--- src/rtl/seg7_pkg.sv ---
// Shared constants and helpers for the multiplexed seven-segment scan driver.
package seg7_pkg;

    localparam int DIGITS_DEF   = 4;
    localparam int SCAN_DIV_DEF = 50000;
    localparam int MAX_DIGITS   = 8;

    // Common-anode digits are lit by a low anode, so all ones means dark.
    localparam logic [MAX_DIGITS-1:0] AN_OFF = {MAX_DIGITS{1'b1}};

    // Bit i set when digit i (i > 0) and every digit above it hold zero.
    function automatic logic [MAX_DIGITS-1:0] lz_blank_vec(
        input logic [4*MAX_DIGITS-1:0] word,
        input int                      digits
    );
        logic [MAX_DIGITS-1:0] vec;
        logic                  zero_run;
        vec      = '0;
        zero_run = 1'b1;
        for (int i = MAX_DIGITS - 1; i >= 1; i--) begin
            if (i < digits) begin
                zero_run = zero_run & (word[4*i +: 4] == 4'h0);
                vec[i]   = zero_run;
            end
        end
        return vec;
    endfunction

endpackage

--- src/rtl/seg7_prescaler.sv ---
// Free-running divider: tick is high for one cycle out of every SCAN_DIV.
module seg7_prescaler #(
    parameter int SCAN_DIV = 50000,
    parameter int CNT_W    = 16
) (
    input  logic clk,
    input  logic rst_n,
    output logic tick_o
);

    logic [CNT_W-1:0] cnt_q;
    logic [CNT_W-1:0] cnt_d;

    assign tick_o = (cnt_q == CNT_W'(SCAN_DIV - 1));

    always_comb begin
        cnt_d = tick_o ? '0 : cnt_q + 1'b1;
    end

    always_ff @(posedge clk or negedge rst_n) begin
        if (!rst_n) begin
            cnt_q <= '0;
        end else begin
            cnt_q <= cnt_d;
        end
    end

endmodule

--- src/rtl/seg7_scan_driver.sv ---
// Double-buffered, time-multiplexed digit scanner feeding a 4-bit seven-segment decoder.
module seg7_scan_driver
    import seg7_pkg::*;
#(
    parameter int DIGITS   = DIGITS_DEF,
    parameter int SCAN_DIV = SCAN_DIV_DEF,
    parameter int CNT_W    = 16
) (
    input  logic                  clk,
    input  logic                  rst_n,
    input  logic [4*DIGITS-1:0]   value_in,
    input  logic                  load,
    input  logic [DIGITS-1:0]     blank_mask,
    input  logic                  lzb_en,
    output logic [3:0]            digit_sel,
    output logic [DIGITS-1:0]     an,
    output logic                  frame_done,
    output logic                  pending
);

    localparam int IDX_W = $clog2(DIGITS);

    logic                  tick;
    logic                  wrap;

    logic [IDX_W-1:0]      idx_q, idx_d;
    logic [4*DIGITS-1:0]   disp_q, disp_d;
    logic [4*DIGITS-1:0]   pend_q, pend_d;
    logic                  pending_q, pending_d;
    logic                  frame_done_q;
    logic [3:0]            digit_sel_q, digit_sel_d;
    logic [DIGITS-1:0]     an_q, an_d;

    logic [MAX_DIGITS-1:0] lz_all;
    logic [DIGITS-1:0]     blank;

    seg7_prescaler #(
        .SCAN_DIV (SCAN_DIV),
        .CNT_W    (CNT_W)
    ) u_prescaler (
        .clk    (clk),
        .rst_n  (rst_n),
        .tick_o (tick)
    );

    assign wrap = tick && (idx_q == IDX_W'(DIGITS - 1));

    always_comb begin
        idx_d = idx_q;
        if (tick) begin
            idx_d = wrap ? '0 : idx_q + 1'b1;
        end
    end

    // A load coinciding with the wrap goes straight to the display so it is never held a frame.
    always_comb begin
        disp_d    = disp_q;
        pend_d    = pend_q;
        pending_d = pending_q;
        if (wrap) begin
            pending_d = 1'b0;
            if (load) begin
                disp_d = value_in;
            end else if (pending_q) begin
                disp_d = pend_q;
            end
        end else if (load) begin
            pend_d    = value_in;
            pending_d = 1'b1;
        end
    end

    always_comb begin
        lz_all = lz_blank_vec(32'(disp_q), DIGITS);
        blank  = blank_mask | (lzb_en ? lz_all[DIGITS-1:0] : '0);
    end

    always_comb begin
        digit_sel_d = disp_q[4*idx_q +: 4];
        an_d        = blank[idx_q] ? AN_OFF[DIGITS-1:0] : ~(DIGITS'(1) << idx_q);
    end

    always_ff @(posedge clk or negedge rst_n) begin
        if (!rst_n) begin
            idx_q        <= '0;
            disp_q       <= '0;
            pend_q       <= '0;
            pending_q    <= 1'b0;
            frame_done_q <= 1'b0;
            digit_sel_q  <= 4'h0;
            an_q         <= AN_OFF[DIGITS-1:0];
        end else begin
            idx_q        <= idx_d;
            disp_q       <= disp_d;
            pend_q       <= pend_d;
            pending_q    <= pending_d;
            frame_done_q <= wrap;
            digit_sel_q  <= digit_sel_d;
            an_q         <= an_d;
        end
    end

    assign digit_sel  = digit_sel_q;
    assign an         = an_q;
    assign frame_done = frame_done_q;
    assign pending    = pending_q;

endmodule
--- config.mk ---
export PLATFORM = sky130hd
export DESIGN_NAME = seg7_scan_driver
export DESIGN_NICKNAME = d
export VERILOG_FILES = /design/src/rtl/seg7_pkg.sv /design/src/rtl/seg7_prescaler.sv /design/src/rtl/seg7_scan_driver.sv
export SDC_FILE = /design/constraint.sdc
export NUM_CORES = 1
export LEC_CHECK = 0
export ABC_CLOCK_PERIOD_IN_PS = 2100
export CORE_AREA = 4 4 80 82
export DETAILED_ROUTE_END_ITERATION = 12
export DIE_AREA = 0 0 84 86
export GPL_TIMING_DRIVEN = 0
export PLACE_DENSITY_LB_ADDON = 0.08
export SYNTH_ARGS = -nofsm -noshare
export SYNTH_HDL_FRONTEND = slang
export SYNTH_HIERARCHICAL = 1
export SYNTH_SLANG_ARGS = --single-unit
export TNS_END_PERCENT = 100
--- constraint.sdc ---
create_clock -name clk -period 2.1 [get_ports clk]
set_input_delay 0.42 -clock clk [delete_from_list [all_inputs] [get_ports clk]]
set_output_delay 0.42 -clock clk [all_outputs]
set_load 0.01 [all_outputs]
## Word level (Yosys, flattened, before mapping)

Index checks and enable logic that the tools add are counted.

- Flip-flop bits (word level): 60
- Word-level logic and storage cells: 38
- Bits of input ports: 24

- Equal/unequal tests: 2
- Add/subtract/negate cells: 2
- Multiplexer cells: 10
- Bitwise gates (word level): 5
- Order comparisons: 1
- Reduce and logical (&&, ||, !) cells: 8
- Shift-type cells: 2

Operators by type and width:

| operator | count |
|---|---|
| 16-bit 2-to-1 mux | 3 |
| 16-bit by 1-bit adder with 16-bit output, second input constant | 1 |
| 16-bit equality test, second input constant | 1 |
| 16-bit by 5-bit indexed part select with 4-bit output | 1 |
| 4-bit logical NOT | 3 |
| 4-bit 2-to-1 mux | 2 |
| 4-bit inverter | 1 |
| 4-bit OR | 1 |
| 2-bit AND reduction | 2 |
| 2-bit nonzero test | 2 |
| 1-bit by 2-bit left shift with 4-bit output, first input constant | 1 |
| 2-bit by 3-bit less-than comparator with 1-bit output, second input constant | 1 |
| 1-bit 2-to-1 mux | 3 |
| 2-bit by 1-bit adder with 2-bit output, second input constant | 1 |
| 1-bit AND | 2 |
| 1-bit binary-select mux with 2-bit select | 1 |
| 2-bit equality test, second input constant | 1 |
| 2-bit 2-to-1 mux | 1 |
| 1-bit logical AND | 1 |
| 1-bit inverter | 1 |

## Longest topological paths before layout

Gate-level depths: netlist of run 1.

- Depth after elaboration: 8
- Gate-level depth with buffers: 10
- Depth with buffers taken out: 7

## By module

The synthesis of run 1 kept the hierarchy.

Modules (own cells, without submodules):

| module | times used | cells each | area an instance (µm²) |
|---|---|---|---|
| seg7_scan_driver | 1 | 151 | 1948.1 |
| seg7_prescaler | 1 | 67 | 762.0 |

## Worst setup path after synthesis of run 1

No wires, ideal clock.

- Path kind: reg2reg
- Start point: register u_prescaler.cnt_q[0]
- End point: register pend_q[0]
- Setup time: 0.125 ns
- Data required time: 1.975 ns
- Path slack: -0.154 ns
- Data arrival time: 2.130 ns
- Cell stages (with the launch flop): 11
- Cells stage by stage: dfrtp_1 > ha_1 > and3_1 > buf_2 > and4_1 > buf_6 > and2_1 > nor2b_1 > buf_2 > buf_4 > mux2_2

- Cells in the longest elaborated chain, start to end: 4

Ends and longest elaborated chain:

| what | RTL line | RTL |
|---|---|---|
| start: declaration | seg7_prescaler.sv:11 | `logic [CNT_W-1:0] cnt_q;` |
| start signal: assignment | seg7_prescaler.sv:24 | `cnt_q <= cnt_d;` |
| 16-bit equality test | seg7_prescaler.sv:14 | `assign tick_o = (cnt_q == CNT_W'(SCAN_DIV - 1));` |
| named net tick | seg7_scan_driver.sv:23 | `logic tick;` |
| 1-bit logical AND | seg7_scan_driver.sv:46 | `assign wrap = tick && (idx_q == IDX_W'(DIGITS - 1));` |
| named net wrap | seg7_scan_driver.sv:24 | `logic wrap;` |
| 1-bit inverter (no line) | - |  |
| 2-bit AND reduction (no line) | - |  |
| end signal: assignment | seg7_scan_driver.sv:95 | `pend_q <= pend_d;` |
| end: declaration | seg7_scan_driver.sv:28 | `logic [4*DIGITS-1:0] pend_q, pend_d;` |

The timed path passes the listed nets, and every way through them passes these cells.
A chain may end at the register's enable or synchronous reset.

## Final worst setup path of run 1

- Start point: register u_prescaler.cnt_q[4]
- End point: register pend_q[3]

Same word-level chain as after synthesis.

==> results of run 1 <==
-- cell usage in the layout (no fill, tap or decap), types with 4 or more instances in the layout --
| cell type | netlist | final |
|---|---|---|
| sky130_fd_sc_hd__buf_2 | 4 | 6 |
| sky130_fd_sc_hd__buf_4 | 1 | 12 |
| sky130_fd_sc_hd__clkbuf_8 | 1 | 13 |
| sky130_fd_sc_hd__clkdlybuf4s50_1 | 0 | 31 |
| sky130_fd_sc_hd__dfrtp_1 | 56 | 56 |
| sky130_fd_sc_hd__dfstp_2 | 4 | 4 |
| sky130_fd_sc_hd__ha_1 | 5 | 4 |
| sky130_fd_sc_hd__mux2_2 | 16 | 6 |
| sky130_fd_sc_hd__mux2_4 | 0 | 10 |
| sky130_fd_sc_hd__mux2i_1 | 17 | 17 |
| sky130_fd_sc_hd__nand2_1 | 22 | 22 |
| sky130_fd_sc_hd__nand3_1 | 7 | 7 |
| sky130_fd_sc_hd__nor2_1 | 14 | 14 |
| sky130_fd_sc_hd__o21ai_0 | 19 | 19 |
| sky130_fd_sc_hd__xnor2_1 | 4 | 4 |
| sky130_fd_sc_hd__xor2_1 | 8 | 8 |
-- worst reg2reg max path: cells and delay by family, from the launching register on --
kind	cells	cell delay, ps
flip-flops	1	450
buffers and inverters	3	380
multiplexers	1	290
AND/OR/NAND/NOR	4	800
-- kinds of logic after synthesis --
| group | Yosys count | share of synthesized area, % |
|---|---|---|
| and+or+nand+nor | 67 | 13.39 |
| DFF | 60 | 55.59 |
| adders and majority gates | 5 | 2.308 |
| buffers and inverters | 13 | 2.770 |
| xor gates and xnor gates | 12 | 3.878 |
| AOI/OAI and AO/OA | 24 | 5.679 |
| muxes | 37 | 16.39 |
-- flip-flops by register name, summed over array words and instances, names as in the netlist --
| register | count |
|---|---|
| pend_q | 16 |
| frame_done | 1 |
| digit_sel | 4 |
| an | 4 |
| u_prescaler/cnt_q | 16 |
| pending | 1 |
| idx_q | 2 |
| disp_q | 16 |
-- what timing repair did --
action / in CTS / in global routing
hold buffers: 0 / 0
setup buffers: 10 / 3
pin swaps: 1 / 1
resized for setup: 9 / 8
endpoints found under the setup margin: 26 / 32
gates cloned: 1 / 0
-- through the flow --
step	util [%]	setup WS (ps)	TNS, ps
2_1_floorplan	-	29.58	0
3_3_place_gp	55.29	-1314	-78550
3_5_place_dp	55.55	-138.5	-2957
4_1_cts	61.19	-15.43	-79.76
5_1_grt	61.63	-0.5955	-0.5955
6_report	61.63	67.54	0
-- cell type report --
type                       instances  area [um2]
fill                             474        2205
sequential                        60        1506
clock buffer                      14       172.7
timing repair buffer              47       473.0
tap                               75       93.84
buffer                             9       81.33
multi-input combinational        145        1192
inverter                           3       11.26
clock inverter                     2       10.01
-- path summary, 6_finish.rpt --
path / from / endpoint / cells after the start
max in group asynchronous: rst_n / an[0] / 2
worst min-delay path: rst_n / pend_q[3] / 1
min in group clk: disp_q[2] / disp_q[2] / 2
worst max register to register: u_prescaler/cnt_q[4] / pend_q[3] / 8
worst max-delay path: u_prescaler/cnt_q[4] / pend_q[3] / 8
worst min register to register: disp_q[2] / disp_q[2] / 2
-- per-layer routing --
layer	share of wire [%]	global-route usage, %	vias to the layer above
met5	0	0	-
met4	0.64	3.947	0
met3	5.6	6.724	4
met2	43	22.56	36
met1	51	22.93	882
li1	-	-	881
-- power by group through the flow --
stage | Clock, mW | Sequential (mW) | Combinational (mW)
floorplan | 0 | 1.22 | 0.0920
finish | 0.943 | 1.20 | 0.195
global placement | 0 | 1.22 | 0.177
detailed placement | 0 | 1.23 | 0.182
global route | 1.04 | 1.21 | 0.215
CTS | 0.974 | 1.20 | 0.198
==> impl_metrics.sql, run 1 <==
INSERT INTO impl_metrics (metric_group, metric, value, unit) VALUES
('clocking', 'worstSkewPairLatency', '330', 'ps'),
('yosys', 'syn-instance-count', '218', ''),
('yosys', 'yosys_register_bits', '60', ''),
('place', 'dpl_cell_area', '0.003192', 'mm2'),
('power', 'p_per_area', '661.6', 'mW/mm2'),
('final_layout', 'final-instance-count-excl-fill', '355', ''),
('critical_path', 'worstPathBufferInverterCount', '3', ''),
('drt', 'routed-via-count', '1803', ''),
('sta', 'drv_slew', '0', ''),
('sta', 'timing.fmax', '492.0', 'MHz'),
('critical_path', 'critical-path-slowest-cell', 'sky130_fd_sc_hd__dfrtp_1', ''),
('yosys', 'async_flop_share', '100.0', '%'),
('run', 'max_cap_violations', '0', ''),
('die', 'boundaryPins', '34', ''),
('final_layout', 'syn2layout_area_growth', '30.66', '%'),
('power', 'clock_power_share', '40.2', '%'),
('clocking', 'clk_pin_slew_worst_paths', '60', 'ps'),
('power', 'p_comb_share', '8.3', '%'),
('drt', 'detail-route-antenna-nets', '0', ''),
('critical_path', 'ff2ff_setup_slack', '70', 'ps'),
('status', 'status', 'finished, final reports clean', ''),
('place', 'placed_wire_length_estimate', '3543', 'um'),
('critical_path', 'crit_arrival', '2250', 'ps'),
('yosys', 'synth_top_cell_area_share', '51.71', '%'),
('final_layout', 'antenna-diode-count', '0', ''),
('place', 'globalplace.congestion', '0.7446', ''),
('sta', 'worst_slew_pin_slew', '717.8', 'ps'),
('yosys', 'cell_area_synth', '0.002710', 'mm2'),
('global_routing', 'grt_max_degree', '33', ''),
('critical_path', 'crit_path_start_kind', 'flip-flop', ''),
('clocking', 'cts.sink_count', '60', ''),
('critical_path', 'crit_path_frequent_cell', 'sky130_fd_sc_hd__buf_12', ''),
('critical_path', 'path_max_fanout', '6', ''),
('clocking', 'clock_tree.buffer_depth', '2', ''),
('power', 'sw_ratio', '21.85', '%'),
('clocking', 'clk_root_buffer_cell', 'sky130_fd_sc_hd__clkbuf_8', ''),
('yosys', 'post_synth_top_area_cell', 'sky130_fd_sc_hd__dfrtp_1', ''),
('drt', 'drt-pass1-iter-count', '4', ''),
('critical_path', 'worstPathCellList', 'nor4b_2 -> and4_4 -> and2_4 -> nor2b_4 -> buf_6 -> buf_12 -> buf_12 -> mux2_4', ''),
('yosys', 'avg_inst_size_synth', '12.43', 'um2'),
('sta', 'fin_skew', '8.405', 'ps'),
('power', 'ir_worst_vdd', '0.5527', 'mV'),
('global_routing', 'grt_pass1_wl', '8976', 'um'),
('final_layout', 'layout.nets', '304', ''),
('drt', 'routed_wire_length', '5168', 'um'),
('yosys', 'primary_flip_flop_cell_chosen_by_synthesis_mapping', 'sky130_fd_sc_hd__dfrtp_1', ''),
('power', 'static-leakage-power', '1.638', 'nW'),
('yosys', 'synth_nets', '247', ''),
('critical_path', 'worst_path_dominant_cell_family', 'simple AND/OR/NAND/NOR gates', ''),
('die', 'start_util', '47.17', '%'),
('yosys', 'yosysSeqAreaShare', '55.59', '%'),
('critical_path', 'critical_path.endpoint_type', 'flip-flop', ''),
('die', 'die_height', '86', 'um'),
('clocking', 'cts.htree.levels', '3', ''),
('drt', 'average_wire_per_cell_in_the_routed_design', '14.56', 'um'),
('sta', 'final_min_period_over_clock_period', '96.78', '%'),
('critical_path', 'worst_ep_required_time', '2310', 'ps'),
('yosys', 'synth_commonest_cells', 'sky130_fd_sc_hd__dfrtp_1 (56), sky130_fd_sc_hd__nand2_1 (22), sky130_fd_sc_hd__o21ai_0 (19)', ''),
('yosys', 'edff_count_synth', '0', ''),
('place', 'dpl.cell_count', '326', ''),
('power', 'p_int', '1.831', 'mW'),
('power', 'report.power.total', '2.343', 'mW'),
('critical_path', 'crit_path_max_incr_delay', '450', 'ps'),
('die', 'fp.dieArea', '0.007224', 'mm2'),
('power', 'power_switching', '511.9', 'uW'),
('sta', 'setup_violations_final', '0', ''),
('drt', 'drc', '0', ''),
('final_layout', 'post_route_cell_area', '0.003541', 'mm2'),
('global_routing', 'first_global_vias', '1843', ''),
('yosys', 'post-synth-top-count-cell', 'sky130_fd_sc_hd__dfrtp_1', ''),
('yosys', 'post_synth_num_cell_types', '40', '');
Power figures use the tool's default switching activity.
==> inputs of run 2 (changes only) <==
--- a/config.mk
+++ b/config.mk
@@ -6,6 +6,7 @@
 export NUM_CORES = 1
 export LEC_CHECK = 0
 export ABC_CLOCK_PERIOD_IN_PS = 2100
+export CAP_MARGIN = 20
 export CORE_AREA = 4 4 80 82
 export DETAILED_ROUTE_END_ITERATION = 12
 export DIE_AREA = 0 0 84 86
==> results of run 2 <==
No change in the layout: final DEF, timing and power equal those of run 1.
==> inputs of run 3 (changes only) <==
--- a/config.mk
+++ b/config.mk
@@ -7,13 +7,12 @@
 export LEC_CHECK = 0
 export ABC_CLOCK_PERIOD_IN_PS = 2100
 export CAP_MARGIN = 20
-export CORE_AREA = 4 4 80 82
+export CORE_AREA = 2 2 78 80
 export DETAILED_ROUTE_END_ITERATION = 12
-export DIE_AREA = 0 0 84 86
+export DIE_AREA = 0 0 80 82
 export GPL_TIMING_DRIVEN = 0
 export PLACE_DENSITY_LB_ADDON = 0.08
 export SYNTH_ARGS = -nofsm -noshare
 export SYNTH_HDL_FRONTEND = slang
-export SYNTH_HIERARCHICAL = 1
 export SYNTH_SLANG_ARGS = --single-unit
 export TNS_END_PERCENT = 100
==> run 3 against run 2 <==
The run now ends with negative setup slack left. Combinational power rose by 9%. Sequential cell count stayed put. Global-route usage increased by 2.5 points. Power rose by 4.1%. Clock skew is 5.0 ps higher. Cell count shrank 4.2%. First-iteration DRC count up 15%. Synthesized cell count shrank 6.9%. Wire length rose by 11%. Critical endpoint is now disp_q[8]. Highest routed layer unchanged.
==> impl_metrics.sql, run 3 <==
INSERT INTO impl_metrics (metric_group, metric, value, unit) VALUES
('critical_path', 'path_max_fanout', '5', ''),
('drt', 'average_wire_per_cell_in_the_routed_design', '16.87', 'um'),
('global_routing', 'first_global_vias', '1807', ''),
('critical_path', 'timing.rr.end', 'disp_q[8]', ''),
('yosys', 'yosysSeqAreaShare', '53.97', '%'),
('yosys', 'xor_xnor_share_of_the_synthesized_area', '3.765', '%'),
('place', 'placed_wire_length_estimate', '3685', 'um'),
('sta', 'finalWorstPathRequiredPeriod', '2120', 'ps'),
('sta', 'grt_setup_unrepaired', 'true', ''),
('critical_path', 'critical_path.endpoint_type', 'flip-flop', ''),
('drt', 'post_drt_via_cell_ratio', '5.212', ''),
('power', 'p_per_area', '666.6', 'mW/mm2'),
('yosys', 'synth_compound_area_share', '2.376', '%'),
('critical_path', 'crit_path_max_incr_delay', '560', 'ps'),
('die', 'fp.dieArea', '0.006560', 'mm2'),
('die', 'die_height', '82', 'um'),
('drt', 'drc', '0', ''),
('critical_path', 'crit_path_start_kind', 'flip-flop', ''),
('worst_hold_path', 'min-delay-path-class', 'primary input to async pin', ''),
('power', 'report.power.total', '2.439', 'mW'),
('yosys', 'largest_family_of_logic_cells_by_synthesized_area', 'multiplexers', ''),
('die', 'placeableCoreArea', '0.005746', 'mm2'),
('yosys', 'post-synth-top-count-cell', 'sky130_fd_sc_hd__dfrtp_1', ''),
('clocking', 'numCtsBuffers', '9', ''),
('sta', 'drv_slew', '0', ''),
('yosys', 'primary_flip_flop_cell_chosen_by_synthesis_mapping', 'sky130_fd_sc_hd__dfrtp_1', ''),
('clocking', 'post_cts_hold_buffer_count', '0', ''),
('power', 'ir_worst_vdd', '0.4735', 'mV'),
('die', 'num_rows', '28', ''),
('critical_path', 'ff2ff_setup_slack', '-20', 'ps'),
('yosys', 'synth_commonest_cells', 'sky130_fd_sc_hd__dfrtp_1 (56), sky130_fd_sc_hd__mux2_2 (28), sky130_fd_sc_hd__nor2_1 (16)', ''),
('critical_path', 'worstPathCellList', 'or4b_4 -> nor4_4 -> buf_4 -> nand3b_4 -> clkbuf_16 -> mux2_4', ''),
('drt', 'detail-route-antenna-nets', '0', ''),
('clocking', 'clk_pin_slew_worst_paths', '80', 'ps'),
('yosys', 'synth_nets', '232', ''),
('yosys', 'post_synth_num_cell_types', '36', ''),
('critical_path', 'critical-path-slowest-cell', 'sky130_fd_sc_hd__or4b_4', ''),
('sta', 'timing.max_slew.rel_slack', '40.36', '%'),
('die', 'start_util', '48.58', '%'),
('sta', 'timing.fmax', '471.8', 'MHz'),
('drt', 'drt-pass1-iter-count', '4', ''),
('critical_path', 'worst_r2r_startpoint', 'u_prescaler.cnt_q[7]', ''),
('critical_path', 'timing.setup.critical_path_class', 'flip-flop to flip-flop', ''),
('critical_path', 'r2r_cells', '6', ''),
('run', 'max_cap_violations', '0', ''),
('critical_path', 'worst_ep_required_time', '2320', 'ps'),
('critical_path', 'crit_arrival', '2340', 'ps'),
('yosys', 'avg_inst_size_synth', '13.75', 'um2'),
('sta', 'setup_violations_final', '7', ''),
('clocking', 'worstSkewPairLatency', '340', 'ps'),
('sta', 'fin_worst_hold_slack', '197.5', 'ps'),
('global_routing', 'groute.usage.overall', '18.52', '%'),
('clocking', 'clock_tree.buffer_depth', '2', ''),
('status', 'failing_checks', 'negative setup slack', ''),
('yosys', 'edff_count_synth', '0', ''),
('yosys', 'synth.mux.area_fraction', '23.94', '%'),
('clocking', 'clock_tree_from_tritoncts', 'built', ''),
('final_layout', 'post-route-util', '63.68', '%'),
('die', 'die_x', '80', 'um'),
('global_routing', 'grt_pass1_wl', '8894', 'um'),
('global_routing', 'grt_max_degree', '39', ''),
('yosys', 'synth_area_leaders', 'sky130_fd_sc_hd__dfrtp_1 (50%), sky130_fd_sc_hd__mux2_2 (11%), sky130_fd_sc_hd__mux2_4 (5.4%), sky130_fd_sc_hd__mux2_1 (4.0%), sky130_fd_sc_hd__dfstp_2 (3.8%)', ''),
('clocking', 'clk_root_buffer_cell', 'sky130_fd_sc_hd__clkbuf_8', ''),
('yosys', 'post_synth_fa_ha_maj_area_fraction', '2.241', '%'),
('clocking', 'cts.sink_count', '60', ''),
('yosys', 'yosys_warns', '0', ''),
('status', 'status', 'finished with violations', ''),
('drt', 'routed_wire_length', '5737', 'um'),
('drt', 'routed-via-count', '1772', ''),
('global_routing', 'global_route.overflow_total', '0', ''),
('sta', 'final_min_period_over_clock_period', '100.9', '%'),
('global_routing', 'grt_antenna_before_repair', '0', ''),
('die', 'boundaryPins', '34', ''),
('final_layout', 'syn2layout_area_growth', '31.06', '%'),
('yosys', 'yosys_register_bits', '60', ''),
('sta', 'fin_skew', '13.37', 'ps'),
('sta', 'post-route-worst-setup-slack', '-19.72', 'ps'),
('clocking', 'cts.htree.levels', '3', ''),
('final_layout', 'layout.cells.most_common', 'sky130_fd_sc_hd__dfrtp_1', ''),
('final_layout', 'layout-drive-gt1-share', '36.60', '%'),
('yosys', 'cell_area_synth', '0.002791', 'mm2'),
('yosys', 'post_synth_top_area_cell', 'sky130_fd_sc_hd__dfrtp_1', ''),
('place', 'globalplace.congestion', '0.7437', ''),
('power', 'static-leakage-power', '1.733', 'nW'),
('final_layout', 'layout.nets', '289', ''),
('sta', 'worst_slew_pin_slew', '894.6', 'ps'),
('yosys', 'syn-instance-count', '203', ''),
('place', 'portBuffers', '32', ''),
('yosys', 'synth_top_cell_area_share', '50.20', '%'),
('final_layout', 'antenna-diode-count', '0', ''),
('yosys', 'synth_simple_gate_area_share', '11.56', '%'),
('final_layout', 'most-common-layout-cells', 'sky130_fd_sc_hd__dfrtp_1 (56), sky130_fd_sc_hd__clkdlybuf4s50_1 (31), sky130_fd_sc_hd__mux2_4 (26), sky130_fd_sc_hd__mux2_2 (22), sky130_fd_sc_hd__nor2_1 (16)', ''),
('sta', 'setup_tns_final', '-84.53', 'ps'),
('sta', 'report.final.hold_viol_count', '0', ''),
('yosys', 'async_flop_share', '100.0', '%'),
('final_layout', 'reg_top3', 'disp_q x16, pend_q x16, u_prescaler.cnt_q x16', ''),
('drt', 'drc_marker_count_from_the_first_detailed_route_iteration', '91', '');
==> run 3: logic make-up (layout without fill, tap and decap cells) <==
kind of cell / count (synthesis) / count (layout)
DFF: 60 / 60
and+or+nand+nor: 53 / 53
muxes: 52 / 52
AOI/OAI and AO/OA: 10 / 10
buffers and inverters: 11 / 73
adders and majority gates: 5 / 5
xor gates and xnor gates: 12 / 12
==> run 3: worst max-delay path: cells and delay by family (launching register included) <==
family | cells | cell delay, ps
buffers and inverters | 2 | 370
flip-flops | 1 | 380
multiplexers | 1 | 290
AND/OR/NAND/NOR | 3 | 980
==> run 3: area by class of cell <==
type	count	area (um2)
fill	451	2087
sequential	60	1506
multi-input combinational	132	1296
timing repair buffer	47	490.5
clock buffer	11	141.4
tap	75	93.84
buffer	6	62.56
clock inverter	5	52.55
inverter	4	15.01
==> run 3: how the worst max path moves through the flow <==
stage	start	end	depth (start not counted)
floorplan	u_prescaler.cnt_q[13]	pend_q[12]	6
global placement	rst_n	u_prescaler.cnt_q[0]	1
detailed placement	u_prescaler.cnt_q[13]	pend_q[12]	6
global route	u_prescaler.cnt_q[7]	disp_q[6]	6
CTS	u_prescaler.cnt_q[7]	disp_q[11]	6
finish	u_prescaler.cnt_q[7]	disp_q[8]	6
==> run 3: layer usage <==
metal	vias up	global-route usage [%]	wire, um
met5	-	0	0
met4	0	9.153	84
met3	8	4.066	188
met2	39	31.58	2943
met1	877	22.26	2521
li1	848	-	-
==> run 3: through the flow <==
step	std cells	setup slack, ps	instance area (um2)
finish	340	-19.72	3659
global route	340	-75.32	3659
CTS	334	-50.05	3511
detailed placement	311	-359.7	3243
global placement	310	-1352	3221
floorplan	203	-115.8	2806
==> run 3: repair_timing <==
item / CTS / global route
setup endpoints to repair: 42 / 28
gates cloned: 0 / 2
setup buffers: 8 / 4
gates resized for setup: 4 / 18
hold endpoints to repair: 0 / 0
pin swaps: 2 / 0
==> run 3: where the power goes <==
| group | total (mW) | internal (mW) | switching [mW] |
|---|---|---|---|
| Clock | 1.02 | 0.574 | 0.449 |
| Combinational | 0.212 | 0.133 | 0.0782 |
| Sequential | 1.20 | 1.19 | 0.0157 |
